==> config.mk <==
export PLATFORM = sky130hd
export DESIGN_NAME = messbauer_diff_discriminator_counter
export DESIGN_NICKNAME = d
export VERILOG_FILES = /design/src/rtl/messbauer_pkg.sv /design/src/rtl/messbauer_sync_edge.sv /design/src/rtl/messbauer_diff_discriminator_counter.sv
export SDC_FILE = /design/constraint.sdc
export NUM_CORES = 1
export LEC_CHECK = 0
export ABC_AREA = 1
export CAP_MARGIN = 20
export CORE_MARGIN = 4
export CORE_UTILIZATION = 35
export CTS_CLUSTER_DIAMETER = 100
export CTS_CLUSTER_SIZE = 20
export DETAILED_ROUTE_END_ITERATION = 8
export SETUP_SLACK_MARGIN = 0.4
export SYNTH_ARGS = -nofsm -noshare
export SYNTH_HDL_FRONTEND = slang
export SYNTH_HIERARCHICAL = 1
export SYNTH_SLANG_ARGS = --single-unit
==> constraint.sdc <==
create_clock -name aclk -period 2.7 [get_ports aclk]
set_input_delay 0.54 -clock aclk [delete_from_list [all_inputs] [get_ports aclk]]
set_output_delay 0.54 -clock aclk [all_outputs]
set_load 0.01 [all_outputs]
==> src/rtl/messbauer_pkg.sv <==
// Shared definitions for the Moessbauer discriminator counter and the
// discriminator signal generator: state encoding and default sizes.
package messbauer_pkg;

  localparam int DEFAULT_COUNTER_WIDTH      = 16;
  localparam int DEFAULT_MAX_PULSE_DURATION = 32;
  localparam int DEFAULT_SYNC_STAGES        = 2;

  typedef enum logic [1:0] {
    ST_IDLE       = 2'b00,
    ST_LOWER_HIGH = 2'b01,
    ST_UPPER_SEEN = 2'b10,
    ST_ABORT      = 2'b11
  } disc_state_t;

endpackage

==> src/rtl/messbauer_sync_edge.sv <==
// Single-bit multi-flop synchronizer followed by a one-flop rise/fall detector.
// Edges are suppressed until the pipeline holds real samples after reset.
module messbauer_sync_edge
  import messbauer_pkg::*;
#(
  parameter int SYNC_STAGES = DEFAULT_SYNC_STAGES
) (
  input  logic aclk,
  input  logic areset,
  input  logic din,
  output logic level,
  output logic rise,
  output logic fall
);

  logic [SYNC_STAGES-1:0] sync_r;
  logic                   prev_r;
  logic [SYNC_STAGES:0]   fill_r;

  // Synchronizer chain, edge-detect history and pipeline-filled marker.
  always_ff @(posedge aclk or posedge areset) begin
    if (areset) begin
      sync_r <= '0;
      prev_r <= 1'b0;
      fill_r <= '0;
    end else begin
      sync_r <= {sync_r[SYNC_STAGES-2:0], din};
      prev_r <= sync_r[SYNC_STAGES-1];
      fill_r <= {fill_r[SYNC_STAGES-1:0], 1'b1};
    end
  end

  // A level already present at reset release is history, not an edge.
  assign level = sync_r[SYNC_STAGES-1];
  assign rise  = fill_r[SYNC_STAGES] & level & ~prev_r;
  assign fall  = fill_r[SYNC_STAGES] & ~level & prev_r;

endmodule

==> src/rtl/messbauer_diff_discriminator_counter.sv <==
// Differential discriminator event counter: classifies lower/upper threshold
// pulses as accepted or rejected and reports saturating per-channel counts.
module messbauer_diff_discriminator_counter
  import messbauer_pkg::*;
#(
  parameter int COUNTER_WIDTH      = DEFAULT_COUNTER_WIDTH,
  parameter int MAX_PULSE_DURATION = DEFAULT_MAX_PULSE_DURATION,
  parameter int SYNC_STAGES        = DEFAULT_SYNC_STAGES
) (
  input  logic                     aclk,
  input  logic                     areset,
  input  logic                     channel,
  input  logic                     lower_threshold,
  input  logic                     upper_threshold,
  output logic [COUNTER_WIDTH-1:0] channel_count,
  output logic [COUNTER_WIDTH-1:0] rejected_count,
  output logic                     count_valid,
  output logic                     overflow,
  output logic                     protocol_error
);

  localparam int DUR_W = $clog2(MAX_PULSE_DURATION + 1);
  localparam logic [DUR_W-1:0]         DUR_LAST = DUR_W'(MAX_PULSE_DURATION - 1);
  localparam logic [COUNTER_WIDTH-1:0] CNT_MAX  = '1;

  // Returns {lost_event, next_value}; holds at CNT_MAX instead of wrapping.
  function automatic logic [COUNTER_WIDTH:0] sat_inc(
    input logic [COUNTER_WIDTH-1:0] value,
    input logic                     en
  );
    if (!en) begin
      return {1'b0, value};
    end else if (value == CNT_MAX) begin
      return {1'b1, value};
    end else begin
      return {1'b0, value + COUNTER_WIDTH'(1)};
    end
  endfunction

  logic chan_level, chan_rise, chan_fall;
  logic lower_level, lower_rise, lower_fall;
  logic upper_level, upper_rise, upper_fall;

  messbauer_sync_edge #(.SYNC_STAGES(SYNC_STAGES)) u_sync_channel (
    .aclk(aclk), .areset(areset), .din(channel),
    .level(chan_level), .rise(chan_rise), .fall(chan_fall)
  );

  messbauer_sync_edge #(.SYNC_STAGES(SYNC_STAGES)) u_sync_lower (
    .aclk(aclk), .areset(areset), .din(lower_threshold),
    .level(lower_level), .rise(lower_rise), .fall(lower_fall)
  );

  messbauer_sync_edge #(.SYNC_STAGES(SYNC_STAGES)) u_sync_upper (
    .aclk(aclk), .areset(areset), .din(upper_threshold),
    .level(upper_level), .rise(upper_rise), .fall(upper_fall)
  );

  logic unused_edges;
  assign unused_edges = &{1'b0, chan_level, chan_fall, upper_fall};

  disc_state_t                state_r, state_next;
  logic [DUR_W-1:0]           dur_r;
  logic                       armed_r, close_r;
  logic                       accept_s, reject_s, perr_s, dur_clr_s;
  logic                       acc_pend_r, rej_pend_r;
  logic [COUNTER_WIDTH-1:0]   acc_r, rej_r;
  logic                       ovf_r;
  logic [COUNTER_WIDTH:0]     acc_inc_s, rej_inc_s;
  logic                       ovf_any_s;

  // Arming on the first channel edge; later edges request a channel close.
  always_ff @(posedge aclk or posedge areset) begin
    if (areset) begin
      armed_r <= 1'b0;
      close_r <= 1'b0;
    end else begin
      close_r <= chan_rise & armed_r;
      if (chan_rise) begin
        armed_r <= 1'b1;
      end else begin
        armed_r <= armed_r;
      end
    end
  end

  // Pulse classification state and pulse-duration counter.
  always_ff @(posedge aclk or posedge areset) begin
    if (areset) begin
      state_r <= ST_IDLE;
      dur_r   <= '0;
    end else begin
      state_r <= state_next;
      if (dur_clr_s) begin
        dur_r <= '0;
      end else if (state_r == ST_LOWER_HIGH || state_r == ST_UPPER_SEEN) begin
        dur_r <= dur_r + DUR_W'(1);
      end else begin
        dur_r <= dur_r;
      end
    end
  end

  // Next-state and event decisions; a falling lower wins over the duration limit.
  always_comb begin
    state_next = state_r;
    accept_s   = 1'b0;
    reject_s   = 1'b0;
    perr_s     = 1'b0;
    dur_clr_s  = 1'b0;
    case (state_r)
      ST_IDLE: begin
        if (armed_r && lower_rise) begin
          state_next = ST_LOWER_HIGH;
          dur_clr_s  = 1'b1;
        end else if (armed_r && upper_rise) begin
          perr_s = 1'b1;
        end else begin
          state_next = ST_IDLE;
        end
      end
      ST_LOWER_HIGH: begin
        if (lower_fall) begin
          state_next = ST_IDLE;
          if (upper_level) begin
            reject_s = 1'b1;
          end else begin
            accept_s = 1'b1;
          end
        end else if (dur_r == DUR_LAST) begin
          state_next = ST_ABORT;
          perr_s     = 1'b1;
        end else if (upper_level) begin
          state_next = ST_UPPER_SEEN;
        end else begin
          state_next = ST_LOWER_HIGH;
        end
      end
      ST_UPPER_SEEN: begin
        if (lower_fall) begin
          state_next = ST_IDLE;
          reject_s   = 1'b1;
        end else if (dur_r == DUR_LAST) begin
          state_next = ST_ABORT;
          perr_s     = 1'b1;
        end else begin
          state_next = ST_UPPER_SEEN;
        end
      end
      ST_ABORT: begin
        if (!lower_level) begin
          state_next = ST_IDLE;
        end else begin
          state_next = ST_ABORT;
        end
      end
      default: begin
        state_next = ST_IDLE;
      end
    endcase
  end

  assign acc_inc_s = sat_inc(acc_r, acc_pend_r);
  assign rej_inc_s = sat_inc(rej_r, rej_pend_r);
  assign ovf_any_s = ovf_r | acc_inc_s[COUNTER_WIDTH] | rej_inc_s[COUNTER_WIDTH];

  // Event counters; a close publishes them including any same-cycle increment.
  always_ff @(posedge aclk or posedge areset) begin
    if (areset) begin
      acc_pend_r     <= 1'b0;
      rej_pend_r     <= 1'b0;
      acc_r          <= '0;
      rej_r          <= '0;
      ovf_r          <= 1'b0;
      channel_count  <= '0;
      rejected_count <= '0;
      count_valid    <= 1'b0;
      overflow       <= 1'b0;
      protocol_error <= 1'b0;
    end else begin
      acc_pend_r     <= accept_s;
      rej_pend_r     <= reject_s;
      protocol_error <= perr_s;
      count_valid    <= close_r;
      if (close_r) begin
        channel_count  <= acc_inc_s[COUNTER_WIDTH-1:0];
        rejected_count <= rej_inc_s[COUNTER_WIDTH-1:0];
        overflow       <= ovf_any_s;
        acc_r          <= '0;
        rej_r          <= '0;
        ovf_r          <= 1'b0;
      end else begin
        acc_r <= acc_inc_s[COUNTER_WIDTH-1:0];
        rej_r <= rej_inc_s[COUNTER_WIDTH-1:0];
        ovf_r <= ovf_any_s;
      end
    end
  end

endmodule

==> Yosys cells after proc, flatten, opt, wreduce, memory -nomap -nowiden <==
Cells that the tools add are included.
{ "op_classes": {"n_addsub": 3, "eq_ne": 7, "muxes": 32, "bitwise_logic": 15, "n_reduce_logical": 6} }
{ "op_table": {"columns": ["op", "n"], "rows": [
  ["$mux 17", 4],
  ["$add 16x1->16 const B", 2],
  ["$eq 16x16->1 const B", 2],
  ["$mux 16", 2],
  ["$mux 1", 14],
  ["$mux 2", 7],
  ["$mux 6", 2],
  ["$and 1x1->1", 9],
  ["$pmux 2 s4", 1],
  ["$add 6x1->6 const B", 1],
  ["$eq 6x5->1 const B", 1],
  ["$eq 2x2->1 const B", 2],
  ["$not 1->1", 4],
  ["$pmux 1 s2", 2],
  ["$ne 3x3->1 const B", 1],
  ["$eq 2x1->1 const B", 1],
  ["$logic_and 1x1->1", 2],
  ["$logic_not 2->1", 1],
  ["$or 1x1->1", 2],
  ["$reduce_bool 2->1", 1],
  ["$reduce_or 2->1", 1],
  ["$logic_or 1x1->1", 1]
]} }
{ "word_totals": {"register_bits": 98, "inputBits": 5, "out_inout_bits": 35, "wordCells": 86} }

==> Depth between registers and ports, before layout <==
{ "logic_depth": {"word_depth": 6, "mapped_depth": 10, "mapped_depth_nobuf": 10} }

==> Modules after synthesis <==
The synthesis kept the hierarchy.
{ "by_module_without_submodules": {"columns": ["module", "instances", "cells_per_inst", "area_each_um2", "seq_area_each_um2"], "rows": [
  ["messbauer_diff_discriminator_counter", 1, 574, 4270.3, 2001.9],
  ["messbauer_sync_edge", 3, 12, 172.7, 150.1]
]} }

==> Worst setup path before layout <==
Ideal clock, no wire load.
{ "synth_path": {"kind": "reg2reg", "start": "register state_r[0]", "end": "register dur_r[5]", "setup_ps": 77, "t_arrival_ps": 1396, "t_required_ps": 2623, "slack_ps": 1227, "path_stages_with_launch": 10, "path_buffers": 1, "period_less_slack_ps": 1473, "cell_sequence": "dfrtp_1 inv_1 ha_1 buf_2 nand2_1 nor2_1 nand2_1 nor2_1 o21ai_0 a21oi_1"} }
{ "synth_via": {"elab_chain_len": 3, "elab_cells_between_ends": 7, "cone_classes": "eq/ne (2); mux (2); reduce/logical (3)"} }
{ "synth_lines": {"columns": ["item", "line", "rtl"], "rows": [
  ["start: declaration", "messbauer_diff_discriminator_counter.sv:62", "disc_state_t state_r, state_next;"],
  ["start signal: assignment", "messbauer_diff_discriminator_counter.sv:93", "state_r <= state_next;"],
  ["$logic_not 2->1 (tied with other cells)", "messbauer_diff_discriminator_counter.sv:111", "case (state_r)"],
  ["$mux 1 / $logic_or 1x1->1 (equally long branches)", "messbauer_diff_discriminator_counter.sv:111, messbauer_diff_discriminator_counter.sv:96", null],
  ["$mux 6 / $reduce_bool 2->1 (equally long branches)", null, null],
  ["end signal: assignment", "messbauer_diff_discriminator_counter.sv:97", "dur_r <= dur_r + DUR_W'(1);"],
  ["end signal: assignment", "messbauer_diff_discriminator_counter.sv:99", "dur_r <= dur_r;"],
  ["end: declaration", "messbauer_diff_discriminator_counter.sv:63", "logic [DUR_W-1:0] dur_r;"]
]} }
Several ways; a longest one is shown, not always the timed one.
A chain may end at the register's enable or synchronous reset.

==> Worst setup path after layout <==
{ "layout_path": {"start": "register rejected_count[13]", "end": "output port rejected_count[13]"} }
{ "layout_rtl": {"columns": ["item", "line", "rtl"], "rows": [
  ["start: declaration", "messbauer_diff_discriminator_counter.sv:16", "output logic [COUNTER_WIDTH-1:0] rejected_count,"],
  ["start signal: assignment", "messbauer_diff_discriminator_counter.sv:187", "rejected_count <= rej_inc_s[COUNTER_WIDTH-1:0];"]
]} }
No word-level cell between the ends.

==> flow_metrics.py <==
metrics = {
    "outcome": {
        "outcome": "finished, final reports clean",
    },
    "clocking": {
        "cts_hold_buf": 0,
        "cts.sinks": 98,
        "cts_tree": "yes",
        "htreeDepth": 3,
        "clock_latency_ns": 0.35,
        "postCtsSetupRepairBufs": 0,
        "path_clk_slew_ns": 0.07,
        "cts_buffers": 9,
        "cts_resized": 0,
        "cts.path.max_buffers": 2,
        "clockRootBuffer": "clkbuf_16",
    },
    "power_and_ir_drop": {
        "p_int_mw": 2.52,
        "ir_worst_vdd_mv": 0.320,
        "total_leakage_power_nw": 2.82,
        "cellPowerDensity_mw_per_mm2": 613,
        "seq_power_share": 0.483,
        "clkPwrFrac": 0.378,
        "pwr-share-comb": 0.139,
        "switching_power_uw": 968,
        "sw_frac_of_total": 0.278,
    },
    "routing": {
        "ant_nets": 0,
        "wl_per_cell_um": 11.9,
        "drtPass1Iterations": 4,
        "routed_wl_um": 9850,
        "vias_per_cell": 4.69,
        "drt_iter0_markers": 146,
        "dr_total_vias": 3872,
        "drc": 0,
    },
    "grt": {
        "grt_max_degree": 61,
        "antenna_found_initial": 0,
        "grt_usage": 0.134,
        "grt-ovfl-total": 0,
        "grt_pass1_vias": 3847,
        "grt_pass1_wl_um": 17400,
    },
    "min_path": {
        "hold_class": "reg2reg",
        "holdPathEnd": "u_sync_channel/sync_r[1]",
        "hold_depth": 0,
        "min-delay-start": "u_sync_channel/sync_r[0]",
    },
    "cells_and_area": {
        "fin_util": 0.428,
        "nets": 659,
        "drive_above_1_share": 0.0677,
        "antennaDiodeCount": 0,
        "syn2layout_area_growth_pct": 19.1,
    },
    "floorplan": {
        "core-area_sq_mm": 0.0133,
        "dieArea_sq_mm": 0.0156,
        "start_util": 0.359,
        "die_x_um": 125,
        "placementRows": 42,
        "die_h_um": 125,
        "ios": 40,
    },
    "sta": {
        "finalMaxSlewViolations": 0,
        "rsz0062_at_grt": "false",
        "fin_crit_ns": 1.85,
        "skew_ns": 0.00761,
        "slew_headroom": 0.596,
        "worstMarginPinSlew_ns": 0.607,
        "final-setup-viol-count": 0,
        "final_hold_viol_count": 0,
        "tns_ns": 0,
        "clock.fmax_ghz": 0.541,
        "fin_ws_ns": 0.853,
        "timing.hold.ws_ns": 0.351,
        "min_period_over_period": 0.684,
    },
    "setup_path": {
        "path_cells": "clkdlybuf4s50_1",
        "endpoint_kind": "primary output",
        "rrSetupSlack_ns": 0.95,
        "critical_path.max_fanout": 2,
        "critPathMaxStageDelay_ns": 0.57,
        "crit_type": "reg2out",
        "r2r.worst_path.cells": 8,
        "arrival_ns": 1.31,
        "path_depth": 1,
        "cpLargestDelayFamily": "buffers and inverters",
        "crit_required_ns": 2.16,
        "critPathBufInv": 1,
        "startpoint_type": "flip-flop",
        "worst_path_max_delay_cell": "clkdlybuf4s50_1",
        "worstReg2RegEnd": "dur_r[5]",
        "rr_startpoint": "state_r[1]",
    },
    "placement": {
        "portBuffers": 39,
        "gp_congestion": 0.902,
        "pre_cts_ws_ns": 0.962,
        "hpwl_um": 7000,
    },
    "yosys": {
        "syn_area_per_cell_sq_um": 7.88,
        "synth_fp_nets": 620,
        "ys.warnings.count": 6,
        "synth_area_sq_mm": 0.00477,
        "synthCells": 606,
    },
    "flow_run": {
        "drv_cap": 0,
    },
}
==> layer usage <==
metal / track usage / vias to the layer above / routed length [um]
met4: 0.0638 / 0 / 211
li1: - / 1977 / -
met2: 0.218 / 67 / 4630
met1: 0.168 / 1814 / 4640
met3: 0.0283 / 14 / 369
met5: 0 / - / 0
==> sequential cells by signal (all words and copies together) (netlist names), 2 cells and up <==
signal	flops
u_sync_upper/fill_r	3
u_sync_lower/sync_r	2
u_sync_upper/sync_r	2
dur_r	6
acc_r	16
u_sync_channel/sync_r	2
u_sync_channel/fill_r	3
rejected_count	16
rej_r	16
u_sync_lower/fill_r	3
state_r	2
channel_count	16
==> power by group through the flow <==
| stage | clock network [mW] | registers (mW) | logic [mW] |
|---|---|---|---|
| floorplan | 0 | 1.70 | 0.308 |
| global placement | 0 | 1.70 | 0.460 |
| detailed placement | 0 | 1.71 | 0.488 |
| CTS | 1.36 | 1.69 | 0.489 |
| global route | 1.42 | 1.70 | 0.555 |
| finish | 1.32 | 1.68 | 0.484 |
==> cells in the final DEF, fill, tap and decap left out, types with 3 or more instances in the layout <==
cell type / instances
a21oi_1: 19
clkdlybuf4s50_1: 39
conb_1: 3
buf_4: 5
nor3_1: 3
inv_1: 58
xor2_1: 5
clkinvlp_4: 3
nand3_1: 48
nand2_1: 226
nand3_2: 3
o21ai_0: 15
nand3b_1: 4
clkbuf_16: 9
nor2_1: 52
dfrtp_1: 98
ha_1: 9
o21ai_1: 10
nand4_1: 10
nand2_2: 4
nor2_4: 5
nor2_2: 3
==> per-stage QoR <==
stage          instance area (sq um)  power (mW)  std cells
3_5_place_dp                    5370        2.20        810
2_1_floorplan                   4780        2.01        606
6_report                        5690        3.49        826
3_3_place_gp                    5370        2.16        810
4_1_cts                         5690        3.54        826
5_1_grt                         5690        3.68        826
==> area by class of cell <==
class / count / area (sq um)
Inverter: 61 / 233
Multi-Input combinational cell: 430 / 2020
Clock buffer: 9 / 225
Timing Repair Buffer: 45 / 448
Fill cell: 1308 / 7610
Sequential cell: 98 / 2450
Clock inverter: 7 / 87.6
Tap cell: 176 / 220
==> worst max path at each step <==
stage,from,endpoint,slack [ns]
after floorplan,state_r[0],dur_r[5],1.23
after global routing,rejected_count[13],rejected_count[13],0.77
after detailed placement,areset,rejected_count[2],0.96
after global placement,areset,acc_r[10],1.00
after CTS,rejected_count[13],rejected_count[13],0.82
final,rejected_count[13],rejected_count[13],0.85
Power figures use the tool's default switching activity.
==> edit (same settings) <==
Encoding of `disc_state_t`: now one-hot (4 bits for 4 states).
--- a/src/rtl/messbauer_pkg.sv
+++ b/src/rtl/messbauer_pkg.sv
@@ -6,11 +6,11 @@
   localparam int DEFAULT_MAX_PULSE_DURATION = 32;
   localparam int DEFAULT_SYNC_STAGES        = 2;
 
-  typedef enum logic [1:0] {
-    ST_IDLE       = 2'b00,
-    ST_LOWER_HIGH = 2'b01,
-    ST_UPPER_SEEN = 2'b10,
-    ST_ABORT      = 2'b11
+  typedef enum logic [3:0] {
+    ST_IDLE       = 4'b0001,
+    ST_LOWER_HIGH = 4'b0010,
+    ST_UPPER_SEEN = 4'b0100,
+    ST_ABORT      = 4'b1000
   } disc_state_t;
 
 endpackage
Check against the original RTL: no difference found for any inputs over 10 cycles, from zero or initial values and one cycle with areset high; not proved beyond that.
==> edit against the unedited design <==
Wire length down 2.3%. Hold slack worse by 0.0037 ns. Sequential cell count up 2. Utilization up 0.18 points. Area after synthesis down 1.3%. Setup slack better by 0.028 ns. Final area down 0.37%.
Power is not compared: it rests on default switching activity, and its combinational part moved more than twofold at a synthesized area within 25%.
==> edit: results (changes against the unedited design) <==
run_status: "complete, no violations"
path_delay_family: "buffers and inverters"
gr-usage-met3: 0.03588  # +0.007575
nets: 644  # -2.3%
cts.clk_slew.worst_paths_ns: 0.06
worstPathArrival_ns: 1.28  # -0.03 ns
antenna_found_initial: 0  # unchanged
grt_pass1_wl_um: 16730  # -3.6%
port_buffers: 39  # unchanged
peakVddDrop_mv: 0.2904
diodes: 0  # unchanged
r2r_start: "acc_r[1]"
path_max_fanout: 2  # unchanged
ctsHtreeMaxLevel: 3  # unchanged
wl_um: 9620  # -2.3%
drive_gt1_frac: 0.07488  # +0.007191
gp_congestion: 0.8987  # -0.40%
slew_headroom: 0.5993  # +0.003745
grt_max_degree: 59  # -3.3%
hp-class: "register to register"
num_vias: 3782  # -2.3%
insertion_delay_ns: 0.35  # about the same
min-delay-start: "u_sync_channel/sync_r[0]"
p_leak_nw: 2.802
busiest_layer: "met2"
critPathMaxStageDelay_ns: 0.56
drt-initial-drc-count: 231  # +58%
post-cts-setup-buffers: 0  # unchanged
startpoint: "overflow"
grt_pass1_vias: 3582  # -6.9%
cts_resized: 0  # unchanged
dr.pass1.iters: 5  # +1
dp_hpwl_um: 6882  # -1.6%
crit_path_top_delay_cell: "clkdlybuf4s50_1"
nFillCells: 1302  # -0.46%
met2_usage: 0.2092  # -0.009001
fin_skew_ns: 0.005112  # -0.002495 ns
dpl_cell_area_um2: 5314  # -1.1%
grt_use_total: 0.1382  # +0.004718
cts_made_buffers: 9  # unchanged
grt_util_met1: 0.1891  # +0.02064
syn-num-nets: 602  # -2.9%
-- edit: cell type report --
cell class,count,share of cell area
flip-flops and latches,100,0.4419
clock buffers,12,0.04527
inverters,60,0.04042
repair buffers,44,0.07774
clock inverters,4,0.01678
multi-input cells,421,0.3390
well taps,176,0.03887
-- edit: final timing paths --
kind	end	slack, ns	cells past startpoint
worst max-delay path	overflow	0.88	1
max in group asynchronous	acc_r[5]	1.46	3
worst min-delay path	u_sync_channel/sync_r[1]	0.35	0
min in group asynchronous	u_sync_channel/fill_r[1]	0.53	2
worst max register to register	channel_count[15]	1.02	9
worst min register to register	u_sync_channel/sync_r[1]	0.35	0
-- edit: per-stage QoR --
stage,utilization,instances,total power (W),hold WS (ns),worst slack (ns)
6_report,0.4295,817,0.003292,0.3475,0.8808
5_1_grt,0.4295,817,0.003430,0.3571,0.8220
4_1_cts,0.4295,817,0.003347,0.3498,0.8514
3_5_place_dp,0.4029,801,0.001826,0.3347,1.025
3_3_place_gp,0.4029,801,0.001816,0.3328,1.060
2_1_floorplan,-,594,0.001746,0.3310,1.223
-- edit: power breakdown --
group / leakage (nW) / internal, W / switching (W)
sequential: 1.34 / 0.00156 / 0.0000377
clock: 0.173 / 0.000955 / 0.000544
combinational: 1.29 / 0.0000748 / 0.000124
total: 2.80 / 0.00259 / 0.000706
-- edit: layer usage --
metal,vias to the layer above,share of wire
li1,1942,-
met1,1765,0.50
met2,62,0.44
met3,13,0.045
met4,0,0.019
met5,-,0
